<file path="src/rtl/uart_pkg.sv">
// Shared constants and types for the parameterised UART receiver.
// Holds the parity-mode encoding, the receive FSM state encoding and
// the 2-of-3 majority helper used for bit voting.
package uart_pkg;

  localparam int unsigned PAR_NONE = 0;
  localparam int unsigned PAR_ODD  = 1;
  localparam int unsigned PAR_EVEN = 2;

  typedef enum logic [2:0] {
    ST_IDLE      = 3'd0,
    ST_START     = 3'd1,
    ST_DATA      = 3'd2,
    ST_PARITY    = 3'd3,
    ST_STOP      = 3'd4,
    ST_WAIT_HIGH = 3'd5
  } rx_state_e;

  // 2-of-3 vote over the three mid-bit samples
  function automatic logic majority3(input logic [2:0] s);
    return (s[0] & s[1]) | (s[0] & s[2]) | (s[1] & s[2]);
  endfunction

endpackage

</file>
<file path="src/rtl/rx_fifo.sv">
// Small synchronous FIFO holding received characters.
// Ports: clk/reset (sync, active-high), push/push_data write side,
// pop/pop_data read side (pop_data shows the head entry),
// full/empty registered status flags.
// A push on a full FIFO is ignored unless a pop happens in the same cycle;
// a pop on an empty FIFO is ignored.
module rx_fifo #(
  parameter int unsigned WIDTH = 10,
  parameter int unsigned DEPTH = 4
) (
  input  logic             clk,
  input  logic             reset,
  input  logic             push,
  input  logic [WIDTH-1:0] push_data,
  input  logic             pop,
  output logic [WIDTH-1:0] pop_data,
  output logic             full,
  output logic             empty
);

  localparam int unsigned AW = $clog2(DEPTH);
  localparam int unsigned CW = AW + 1;

  logic [WIDTH-1:0] mem [DEPTH];
  logic [AW-1:0]    wr_ptr;
  logic [AW-1:0]    rd_ptr;
  logic [CW-1:0]    count;
  logic [CW-1:0]    count_nxt;
  logic             do_pop;
  logic             do_push;

  assign do_pop   = pop && !empty;
  assign do_push  = push && (!full || do_pop);
  assign pop_data = mem[rd_ptr];

  // Occupancy update
  always_comb begin
    count_nxt = count;
    case ({do_push, do_pop})
      2'b10:   count_nxt = count + CW'(1);
      2'b01:   count_nxt = count - CW'(1);
      default: count_nxt = count;
    endcase
  end

  // Storage, pointers (wrap naturally, DEPTH is a power of two) and flags
  always_ff @(posedge clk) begin
    if (reset) begin
      for (int unsigned i = 0; i < DEPTH; i++) mem[i] <= '0;
      wr_ptr <= '0;
      rd_ptr <= '0;
      count  <= '0;
      full   <= 1'b0;
      empty  <= 1'b1;
    end else begin
      if (do_push) begin
        mem[wr_ptr] <= push_data;
        wr_ptr      <= wr_ptr + AW'(1);
      end
      if (do_pop) rd_ptr <= rd_ptr + AW'(1);
      count <= count_nxt;
      full  <= (count_nxt == CW'(DEPTH));
      empty <= (count_nxt == '0);
    end
  end

endmodule

</file>
<file path="src/rtl/uart_rx_param.sv">
// Parameterised UART receiver with oversampled majority voting and an
// output FIFO.
// Ports: CLOCK_50 clock, reset (sync, active-high), uart_in async serial
// line (idle high); rx_data/rx_frame_err/rx_parity_err describe the FIFO
// head entry, rx_valid = FIFO non-empty, rx_ready pops the head;
// overrun is sticky on a dropped character, cleared by ovr_clear.
module uart_rx_param
  import uart_pkg::*;
#(
  parameter int unsigned CLK_HZ     = 50_000_000,
  parameter int unsigned BAUD       = 9600,
  parameter int unsigned OVERSAMPLE = 16,
  parameter int unsigned DATA_BITS  = 8,
  parameter int unsigned PARITY     = 0,
  parameter int unsigned STOP_BITS  = 1,
  parameter int unsigned FIFO_DEPTH = 4
) (
  input  logic                 CLOCK_50,
  input  logic                 reset,
  input  logic                 uart_in,
  output logic [DATA_BITS-1:0] rx_data,
  output logic                 rx_frame_err,
  output logic                 rx_parity_err,
  output logic                 rx_valid,
  input  logic                 rx_ready,
  output logic                 overrun,
  input  logic                 ovr_clear
);

  localparam int unsigned DIV     = (CLK_HZ + BAUD * OVERSAMPLE / 2) / (BAUD * OVERSAMPLE);
  localparam int unsigned DIV_W   = (DIV > 1) ? $clog2(DIV) : 1;
  localparam int unsigned TICK_W  = $clog2(OVERSAMPLE);
  localparam int unsigned BIT_W   = $clog2(DATA_BITS);
  localparam int unsigned ENTRY_W = DATA_BITS + 2;
  localparam int unsigned MID     = OVERSAMPLE / 2;

  logic                 sync1;
  logic                 sync2;
  logic [DIV_W-1:0]     div_cnt;
  logic                 tick;
  logic [TICK_W-1:0]    tick_cnt;
  logic [1:0]           smp;
  logic                 bit_val;
  logic                 vote_now;
  logic                 bit_end;
  rx_state_e            state;
  logic [DATA_BITS-1:0] shreg;
  logic [BIT_W-1:0]     bit_idx;
  logic                 stop_idx;
  logic                 ferr;
  logic                 perr;
  logic                 final_ferr;
  logic                 push;
  logic [ENTRY_W-1:0]   push_entry;
  logic [ENTRY_W-1:0]   head_entry;
  logic                 fifo_full;
  logic                 fifo_empty;
  logic                 pop;
  logic                 drop;

  // Two-flop synchroniser, resets to the idle line level
  always_ff @(posedge CLOCK_50) begin
    if (reset) begin
      sync1 <= 1'b1;
      sync2 <= 1'b1;
    end else begin
      sync1 <= uart_in;
      sync2 <= sync1;
    end
  end

  // Free-running oversample tick divider
  assign tick = (div_cnt == DIV_W'(DIV - 1));

  always_ff @(posedge CLOCK_50) begin
    if (reset)     div_cnt <= '0;
    else if (tick) div_cnt <= '0;
    else           div_cnt <= div_cnt + DIV_W'(1);
  end

  // Third sample completes the vote; the bit ends on the last tick
  assign bit_val    = majority3({sync2, smp[1], smp[0]});
  assign vote_now   = tick && (tick_cnt == TICK_W'(MID + 1));
  assign bit_end    = tick && (tick_cnt == TICK_W'(OVERSAMPLE - 1));
  assign final_ferr = ferr | ~bit_val;

  // Receive FSM
  always_ff @(posedge CLOCK_50) begin
    if (reset) begin
      state      <= ST_IDLE;
      tick_cnt   <= '0;
      smp        <= 2'b11;
      shreg      <= '0;
      bit_idx    <= '0;
      stop_idx   <= 1'b0;
      ferr       <= 1'b0;
      perr       <= 1'b0;
      push       <= 1'b0;
      push_entry <= '0;
    end else begin
      push <= 1'b0;

      if (tick && state != ST_IDLE && state != ST_WAIT_HIGH) begin
        tick_cnt <= bit_end ? '0 : tick_cnt + TICK_W'(1);
        if (tick_cnt == TICK_W'(MID - 1)) smp[0] <= sync2;
        if (tick_cnt == TICK_W'(MID))     smp[1] <= sync2;
      end

      case (state)
        ST_IDLE: begin
          if (tick && !sync2) begin
            state    <= ST_START;
            tick_cnt <= '0;
            ferr     <= 1'b0;
            perr     <= 1'b0;
          end
        end

        ST_START: begin
          if (vote_now && bit_val) begin
            state <= ST_IDLE;
          end else if (bit_end) begin
            state   <= ST_DATA;
            bit_idx <= '0;
          end
        end

        ST_DATA: begin
          if (vote_now) shreg <= {bit_val, shreg[DATA_BITS-1:1]};
          if (bit_end) begin
            if (bit_idx == BIT_W'(DATA_BITS - 1)) begin
              state    <= (PARITY != PAR_NONE) ? ST_PARITY : ST_STOP;
              stop_idx <= 1'b0;
            end else begin
              bit_idx <= bit_idx + BIT_W'(1);
            end
          end
        end

        ST_PARITY: begin
          if (vote_now)
            perr <= (((^shreg) ^ bit_val) != 1'(PARITY == PAR_ODD));
          if (bit_end) begin
            state    <= ST_STOP;
            stop_idx <= 1'b0;
          end
        end

        ST_STOP: begin
          // Final stop bit is decided mid-bit so the next start edge is not missed
          if (vote_now) begin
            if (stop_idx == 1'(STOP_BITS - 1)) begin
              push       <= 1'b1;
              push_entry <= {perr, final_ferr, shreg};
              state      <= final_ferr ? ST_WAIT_HIGH : ST_IDLE;
            end else begin
              ferr <= final_ferr;
            end
          end else if (bit_end) begin
            stop_idx <= 1'b1;
          end
        end

        ST_WAIT_HIGH: begin
          if (sync2) state <= ST_IDLE;
        end

        default: state <= ST_IDLE;
      endcase
    end
  end

  // FIFO handshake; a push into a full FIFO with no pop is dropped
  assign pop  = rx_ready && !fifo_empty;
  assign drop = push && fifo_full && !pop;

  rx_fifo #(
    .WIDTH (ENTRY_W),
    .DEPTH (FIFO_DEPTH)
  ) u_fifo (
    .clk       (CLOCK_50),
    .reset     (reset),
    .push      (push),
    .push_data (push_entry),
    .pop       (rx_ready),
    .pop_data  (head_entry),
    .full      (fifo_full),
    .empty     (fifo_empty)
  );

  assign rx_valid      = ~fifo_empty;
  assign rx_data       = head_entry[DATA_BITS-1:0];
  assign rx_frame_err  = head_entry[DATA_BITS];
  assign rx_parity_err = head_entry[DATA_BITS+1];

  // Sticky overrun; a new drop wins over a simultaneous clear
  always_ff @(posedge CLOCK_50) begin
    if (reset)          overrun <= 1'b0;
    else if (drop)      overrun <= 1'b1;
    else if (ovr_clear) overrun <= 1'b0;
  end

endmodule

</file>
<file path="config.mk">
export PLATFORM = sky130hd
export DESIGN_NAME = uart_rx_param
export DESIGN_NICKNAME = d
export VERILOG_FILES = /design/src/rtl/uart_pkg.sv /design/src/rtl/rx_fifo.sv /design/src/rtl/uart_rx_param.sv
export SDC_FILE = /design/constraint.sdc
export NUM_CORES = 1
export LEC_CHECK = 0
export BUFFER_PORTS_ARGS = -buffer_cell sky130_fd_sc_hd__buf_2
export CAP_MARGIN = 10
export CORE_ASPECT_RATIO = 1.1
export CORE_MARGIN = 8
export CORE_UTILIZATION = 55
export CTS_BUF_LIST = sky130_fd_sc_hd__clkbuf_16
export DETAILED_ROUTE_END_ITERATION = 10
export PLACE_DENSITY = 0.82
export SLEW_MARGIN = 20
export SYNTH_ARGS = -nofsm -noshare
export SYNTH_HDL_FRONTEND = slang
export SYNTH_SLANG_ARGS = --single-unit
export TNS_END_PERCENT = 50
</file>
<file path="constraint.sdc">
create_clock -name CLOCK_50 -period 2.33 [get_ports CLOCK_50]
set_input_delay 0.233 -clock CLOCK_50 [delete_from_list [all_inputs] [get_ports CLOCK_50]]
set_output_delay 0.233 -clock CLOCK_50 [all_outputs]
set_load 0.1 [all_outputs]
</file>
Word level (Yosys, flattened, before mapping)

Memory sizes are Yosys's and may differ from the RTL's. A register that Yosys moved wholly into a read port is not among the register bits.
Index checks and enable logic that the tools add are counted.

Register bits: 55
Latch bits: 0
Memory bits (writable): 40
ROM bits: 0
Input port bits: 5
Output and inout port bits: 12
Logic and storage cells: 152
Memories: 1

Memory list:

| name       | depth | width | read ports | clocked after Yosys merged registers in | write ports | line          | text |
|---|---|---|---|---|---|---|---|
| u_fifo.mem | 4     | 10    | 1          | 1                                       | 4           | rx_fifo.sv:24 | `logic [WIDTH-1:0] mem [DEPTH];` |

Add/sub/neg operators: 7
$mul: 0
Div/mod/pow operators: 0
$lt $le $gt $ge: 0
Equal/unequal tests: 30
Shift operators: 0
Mux-type cells: 46
Bitwise gates (word level): 12
Reduce and logical (&&, ||, !) cells: 36

Operator list:

| kind                                           | number |
|---|---|
| 2-to-1 mux 3 bit                               | 14 |
| != test 2 bit (second input constant)          | 14 |
| 2-to-1 mux 1 bit                               | 18 |
| case mux 3 bit (6 select lines)                | 1 |
| 2-to-1 mux 4 bit                               | 4 |
| == test 3 bit (second input constant)          | 4 |
| == test 4 bit (second input constant)          | 3 |
| case mux 3 bit (2 select lines)                | 2 |
| logical AND 1 bit                              | 10 |
| 2-to-1 mux 10 bit                              | 1 |
| OR reduction 10 bit                            | 1 |
| adder 9 x 1 -> 9 bit (second input constant)   | 1 |
| == test 9 bit (second input constant)          | 1 |
| AND reduction 8 bit                            | 1 |
| nonzero test 2 bit                             | 4 |
| XOR reduction 8 bit                            | 1 |
| adder 3 x 1 -> 3 bit (second input constant)   | 2 |
| == test 3 x 2 -> 1 bit (second input constant) | 2 |
| logical NOT 3 bit                              | 2 |
| 2-to-1 mux 2 bit                               | 3 |
| != test 3 bit (second input constant)          | 2 |
| AND reduction 2 bit                            | 3 |
| AND reduction 3 bit                            | 2 |
| AND reduction 6 bit                            | 1 |
| other kinds (20)                               | 34 |

Longest topological paths before layout

Depth after elaboration: 9
Mapped depth: 11
Depth with buffers taken out: 11

By module

From an unflattened synthesis, not the netlist that was laid out.

Cells, all modules: 391
Area, all modules: 4,501.8 um2

Modules (own cells, without submodules):

| module        | times used | cells an instance | area each (um2) | seq. area each (um2) |
|---|---|---|---|---|
| rx_fifo       | 1          | 155               | 2,307.2         | 1,421.4 |
| uart_rx_param | 1          | 236               | 2,194.6         | 920.9 |

Worst setup path after synthesis

OpenSTA, ideal clock, no wires.

Kind: register to register
Start: register u_fifo.empty
End: memory u_fifo.mem[3][0] (enable)
Setup time: 0.391 ns
Arrival: 1.938 ns
Data required time: 1.939 ns
Setup slack: 0.002 ns
Cell stages (with the launch flop): 6
Path buffers: 1
Period minus slack after synthesis: 2.328 ns
Cells stage by stage: dfxtp_1 -> nand2b_1 -> a21boi_0 -> clkbuf_1 -> nand2_1 -> o21ai_0

RTL lines:

| item                     | line          | text |
|---|---|---|
| start: declaration       | rx_fifo.sv:18 | `output logic empty` |
| start signal: assignment | rx_fifo.sv:63 | `empty <= (count_nxt == '0);` |
| end: declaration         | rx_fifo.sv:24 |  |

Worst setup path after layout

Start: register div_cnt[3]
End: register shreg[1]

Longest elaborated chain between the ends: 3

RTL lines:

| item                                 | line                 | text |
|---|---|---|
| start: declaration                   | uart_rx_param.sv:39  | `logic [DIV_W-1:0] div_cnt;` |
| start signal: assignment             | uart_rx_param.sv:78  | `else div_cnt <= div_cnt + DIV_W'(1);` |
| == test 9 bit                        | uart_rx_param.sv:73  | `assign tick = (div_cnt == DIV_W'(DIV - 1));` |
| logical AND 1 bit                    | uart_rx_param.sv:83  | `assign vote_now = tick && (tick_cnt == TICK_W'(MID + 1));` |
| AND reduction 2 bit (no source line) | --                   |  |
| end signal: assignment               | uart_rx_param.sv:129 | `if (vote_now) shreg <= {bit_val, shreg[DATA_BITS-1:1]};` |
| end: declaration                     | uart_rx_param.sv:47  | `logic [DATA_BITS-1:0] shreg;` |

Every way passes these cells.
A chain may end at the register's enable or synchronous reset.

==> out/qor.txt <==
SYNTHESIS
------------------------------------------------------------------------------------------------------
Number of flip-flops and latches in the synthesized netlist                                         97
Distinct cell type count of the synthesized netlist                                                 54
Synthesized area per cell                                                                     11.2 µm²
Number of cells produced by synthesis                                                              388
Share of flip-flops with an asynchronous set or reset after synthesis                                0
Number of warning messages in the yosys log                                                          0
Part of the Yosys area used for sequential elements                                              0.539
Synthesized netlist net count                                                                      402
EDFF count, synth                                                                                   40
Post-Syn Area                                                                                 4350 µm²
Most used flip-flop cell after synthesis                                                  sky130_fd_sc_hd__dfxtp_1

DRT
------------------------------------------------------------------------------------------------------
First-iteration detailed-routing DRC count                                                         119
Met1 wire length                                                                               3.16 mm
Post-route DRC violation count                                                                       0
Remaining antenna violation count                                                                    0
Amount of wire on met2 after detailed routing                                                  4.02 mm
Uppermost layer routed                                                                            met4
Total routed wirelength                                                                        7.63 mm
Routed wire per std cell                                                                       14.7 µm
Count of vias placed by the detailed router                                                       2818
Drt pass-1 iters                                                                                     5
Met3 wire length                                                                                237 µm
Via count normalized by instance count                                                            5.43

TIMING
------------------------------------------------------------------------------------------------------
Min cycle time layout                                                                          2.08 ns
RSZ-0062 raised after global routing                                                                no
Upper clock frequency limit                                                                    480 MHz
Number of slew-limit violations in the final report                                                  0
Ratio of final minimum period to clock period                                                    0.894
Hold violation count in the final report                                                             0
Final setup skew                                                                            0.00763 ns
Transition at the pin with the smallest max-transition slack                                  0.544 ns
Total negative setup slack                                                                        0 ns
Headroom to the max-slew limit                                                                   0.636
Setup-failing EPs final                                                                              0

POWER AND IR DROP
------------------------------------------------------------------------------------------------------
Clk pwr share                                                                                    0.417
Net switching power                                                                           0.778 mW
Net switching share of the total power                                                           0.232
Max VDD drop                                                                                0.000463 V
Reported leakage power                                                                         1.92 nW
Int Power                                                                                      2.57 mW
Share of power burned in combinational logic                                                     0.041
Seq pwr share                                                                                    0.541
Total power density per cell area                                                           690 nW/µm²

GLOBAL ROUTING
------------------------------------------------------------------------------------------------------
Global route overflow                                                                                0
Via count of the first global-routing pass                                                        2702
All-Layer GR Usage                                                                               0.152
Maximum number of pins on one net before global-route repair                                        41
Wire length of the first global-routing pass                                                   13.0 mm
Number of antenna violations at the first check in global routing                                    0

CELLS AND AREA
------------------------------------------------------------------------------------------------------
Post-synthesis to final-layout area growth                                                       11.7%
Filler Cells Inserted                                                                              595
Number of nets in the finished design                                                              420
Final Instance Count excl. Fillers                                                                 519
Antenna Diode Count                                                                                  0
Post-route cell area                                                                          4860 µm²
Layout cells sized above 1                                                                       0.161

RUN STATUS
------------------------------------------------------------------------------------------------------
Run status                                                                                   completed

SETUP PATH
------------------------------------------------------------------------------------------------------
Capturing instance or port of the critical path                                               shreg[1]
Critical Path RT                                                                               2.55 ns
Category of the worst setup path launch point                                                 register
Worst Path Class, Setup                                                                   register to register
Startpoint of the lowest-slack register-to-register path                                    div_cnt[3]
Capture instance of the worst register-to-register path                                       shreg[1]
Kind of end point of the critical path                                                        register
Sequence of cells on the critical path                                                    or4b_4 > nor2_8 > and3_1 > mux2i_1 > nor2_1
Worst reg2reg setup slack                                                                      0.25 ns
Worst path slowest cell                                                                   sky130_fd_sc_hd__or4b_4
Worst Reg2Reg Path Length in Cells                                                                   5
Startpoint of the most critical setup path                                                  div_cnt[3]
Largest stage delay on the critical path                                                       0.61 ns
Peak fanout along the critical path                                                                  8
Crit path arrival time                                                                         2.30 ns

PLACED DESIGN
------------------------------------------------------------------------------------------------------
Port Buffer Count                                                                                   16
Dpl cells                                                                                          503
Total half-perimeter wirelength after legalization and detailed placement                      5.43 mm
GP Congestion                                                                                    0.751
Cell Area, Placed                                                                             4570 µm²

CLOCKING
------------------------------------------------------------------------------------------------------
Latest clock arrival within the worst-skew pair                                                0.35 ns
Number of H-tree levels                                                                              3
Clock tree from TritonCTS                                                                         done
Sink count of the clock tree                                                                        97
Post-CTS Hold Buffers                                                                                0
Clock root cell                                                                           sky130_fd_sc_hd__clkbuf_16
Clock transition at the register clock pins on the worst setup and hold paths after CTS        0.07 ns
Number of buffers on the longest clock path                                                          2
Number of buffers created by CTS                                                                     9

FLOORPLANNING
------------------------------------------------------------------------------------------------------
Number of placed I/O pins                                                                           17
Width of the die                                                                                101 µm
Core Area                                                                                     7780 µm²
Die span in y                                                                                   109 µm
Initial cell density of the core                                                                 0.559
Number of placement rows                                                                            34
Die Outline Area                                                                             11000 µm²

FLOW RUN
------------------------------------------------------------------------------------------------------
Number of maximum-capacitance violations                                                             0

WORST HOLD PATH
------------------------------------------------------------------------------------------------------
Worst hold-check path type                                                                input pin to register

-- cells in the final DEF (no fill, tap or decap), types with 2 or more instances in the layout --
cell / netlist / routed
sky130_fd_sc_hd__nand2b_1: 4 / 4
sky130_fd_sc_hd__xor2_1: 9 / 9
sky130_fd_sc_hd__nor2_1: 48 / 48
sky130_fd_sc_hd__inv_6: 0 / 2
sky130_fd_sc_hd__or2_2: 5 / 5
sky130_fd_sc_hd__xnor2_1: 16 / 16
sky130_fd_sc_hd__nor4_1: 2 / 2
sky130_fd_sc_hd__and3_1: 14 / 14
sky130_fd_sc_hd__nand3_1: 3 / 3
sky130_fd_sc_hd__buf_4: 1 / 11
sky130_fd_sc_hd__mux4_2: 10 / 10
sky130_fd_sc_hd__nand4_1: 5 / 5
sky130_fd_sc_hd__and2_1: 31 / 31
sky130_fd_sc_hd__nor2b_1: 4 / 4
sky130_fd_sc_hd__mux2i_1: 20 / 20
sky130_fd_sc_hd__nand4b_1: 3 / 3
sky130_fd_sc_hd__a21oi_1: 12 / 12
sky130_fd_sc_hd__dfxtp_1: 57 / 57
sky130_fd_sc_hd__o21ai_0: 4 / 4
sky130_fd_sc_hd__ha_1: 8 / 8
sky130_fd_sc_hd__edfxtp_1: 40 / 40
sky130_fd_sc_hd__inv_1: 16 / 16
sky130_fd_sc_hd__nand2_1: 25 / 25
sky130_fd_sc_hd__nor3_1: 4 / 4
sky130_fd_sc_hd__buf_2: 2 / 16
sky130_fd_sc_hd__clkinvlp_4: 0 / 3
sky130_fd_sc_hd__clkbuf_16: 0 / 9
-- cell families (layout without fill, tap and decap cells) --
logic type,after synthesis,in the layout,synth area share
buf+inv,36,59,0.0325
compound gates,33,33,0.0590
flops,97,97,0.539
fa+ha+maj,10,10,0.0299
mux,30,30,0.0978
xor+xnor,25,25,0.0503
simple gates,157,157,0.192
-- area by class of cell --
class | instances | area (µm²) | share of cell area
multi-input cells | 255 | 1870 | 0.385
flip-flops and latches | 97 | 2340 | 0.482
inverters | 16 | 60.1 | 0.0124
repair buffers | 27 | 163 | 0.0335
clock inverters | 7 | 60.1 | 0.0124
well taps | 108 | 135 | 0.0278
clock buffers | 9 | 225 | 0.0464
-- synthesized netlist by cell type, drive strengths merged, types with 5 or more instances --
library cell | number | area [µm²]
dfxtp | 57 | 1140
nor2 | 49 | 200
edfxtp | 40 | 1200
and2 | 31 | 194
nand2 | 25 | 93.8
mux2i | 20 | 200
clkbuf | 16 | 60.1
inv | 16 | 60.1
xnor2 | 16 | 140
and3 | 14 | 87.6
a21oi | 12 | 60.1
mux4 | 10 | 225
xor2 | 9 | 78.8
ha | 8 | 100
nand4 | 5 | 31.3
or2 | 5 | 31.3
-- per-layer routing --
layer	vias to the layer above	global-route usage
li1	1393	-
met1	1377	0.173
met2	33	0.261
met3	15	0.0281
met4	0	0.0908
met5	-	0
-- power groups by stage --
stage | registers [mW] | clock network (mW) | logic [mW]
6_report | 1.81 | 1.40 | 0.139
5_1_grt | 1.82 | 1.49 | 0.149
4_1_cts | 1.81 | 1.43 | 0.140
3_5_place_dp | 1.85 | 0 | 0.140
3_3_place_gp | 1.85 | 0 | 0.138
2_1_floorplan | 1.85 | 0 | 0.107
-- per-stage QoR --
| stage | hold WS [ns] | total power, mW | util | worst slack, ns |
|---|---|---|---|---|
| 6_report | 0.0670 | 3.35 | 0.624 | 0.248 |
| 5_1_grt | 0.0812 | 3.46 | 0.624 | 0.0821 |
| 4_1_cts | 0.0632 | 3.38 | 0.623 | 0.200 |
| 3_5_place_dp | 0.405 | 1.99 | 0.586 | 0.218 |
| 3_3_place_gp | 0.404 | 1.99 | 0.586 | 0.361 |
| 2_1_floorplan | 0.337 | 1.95 | - | 0.00160 |
-- worst max-delay path, delay by kind of cell (launching register included) --
| family | cells | cell delay [ns] |
|---|---|---|
| and+or+nand+nor | 4 | 1.33 |
| muxes | 1 | 0.27 |
| DFF | 1 | 0.36 |
-- worst min path at each step --
stage | start | cells past startpoint | endpoint | slack [ns]
floorplan | uart_in | 1 | sync1 | 0.34
global placement | sync1 | 1 | sync2 | 0.40
detailed placement | sync1 | 1 | sync2 | 0.41
CTS | uart_in | 2 | sync1 | 0.06
global route | uart_in | 2 | sync1 | 0.08
finish | uart_in | 2 | sync1 | 0.07
-- sequential cells by signal, indices dropped and copies added, names as in the netlist, 2 cells and up, named ones only --
name,count
u_fifo.rd_ptr,2
bit_idx,3
u_fifo.count,3
shreg,8
push_entry,10
u_fifo.mem,40
div_cnt,9
tick_cnt,4
state,3
smp,2
u_fifo.wr_ptr,2
-- repair_timing --
item | CTS | global route
setup buffers | 0 | 0
endpoints found under the setup margin | 0 | 3
resized for setup | 0 | 1
No activity file was read; power rests on OpenSTA's default activity.
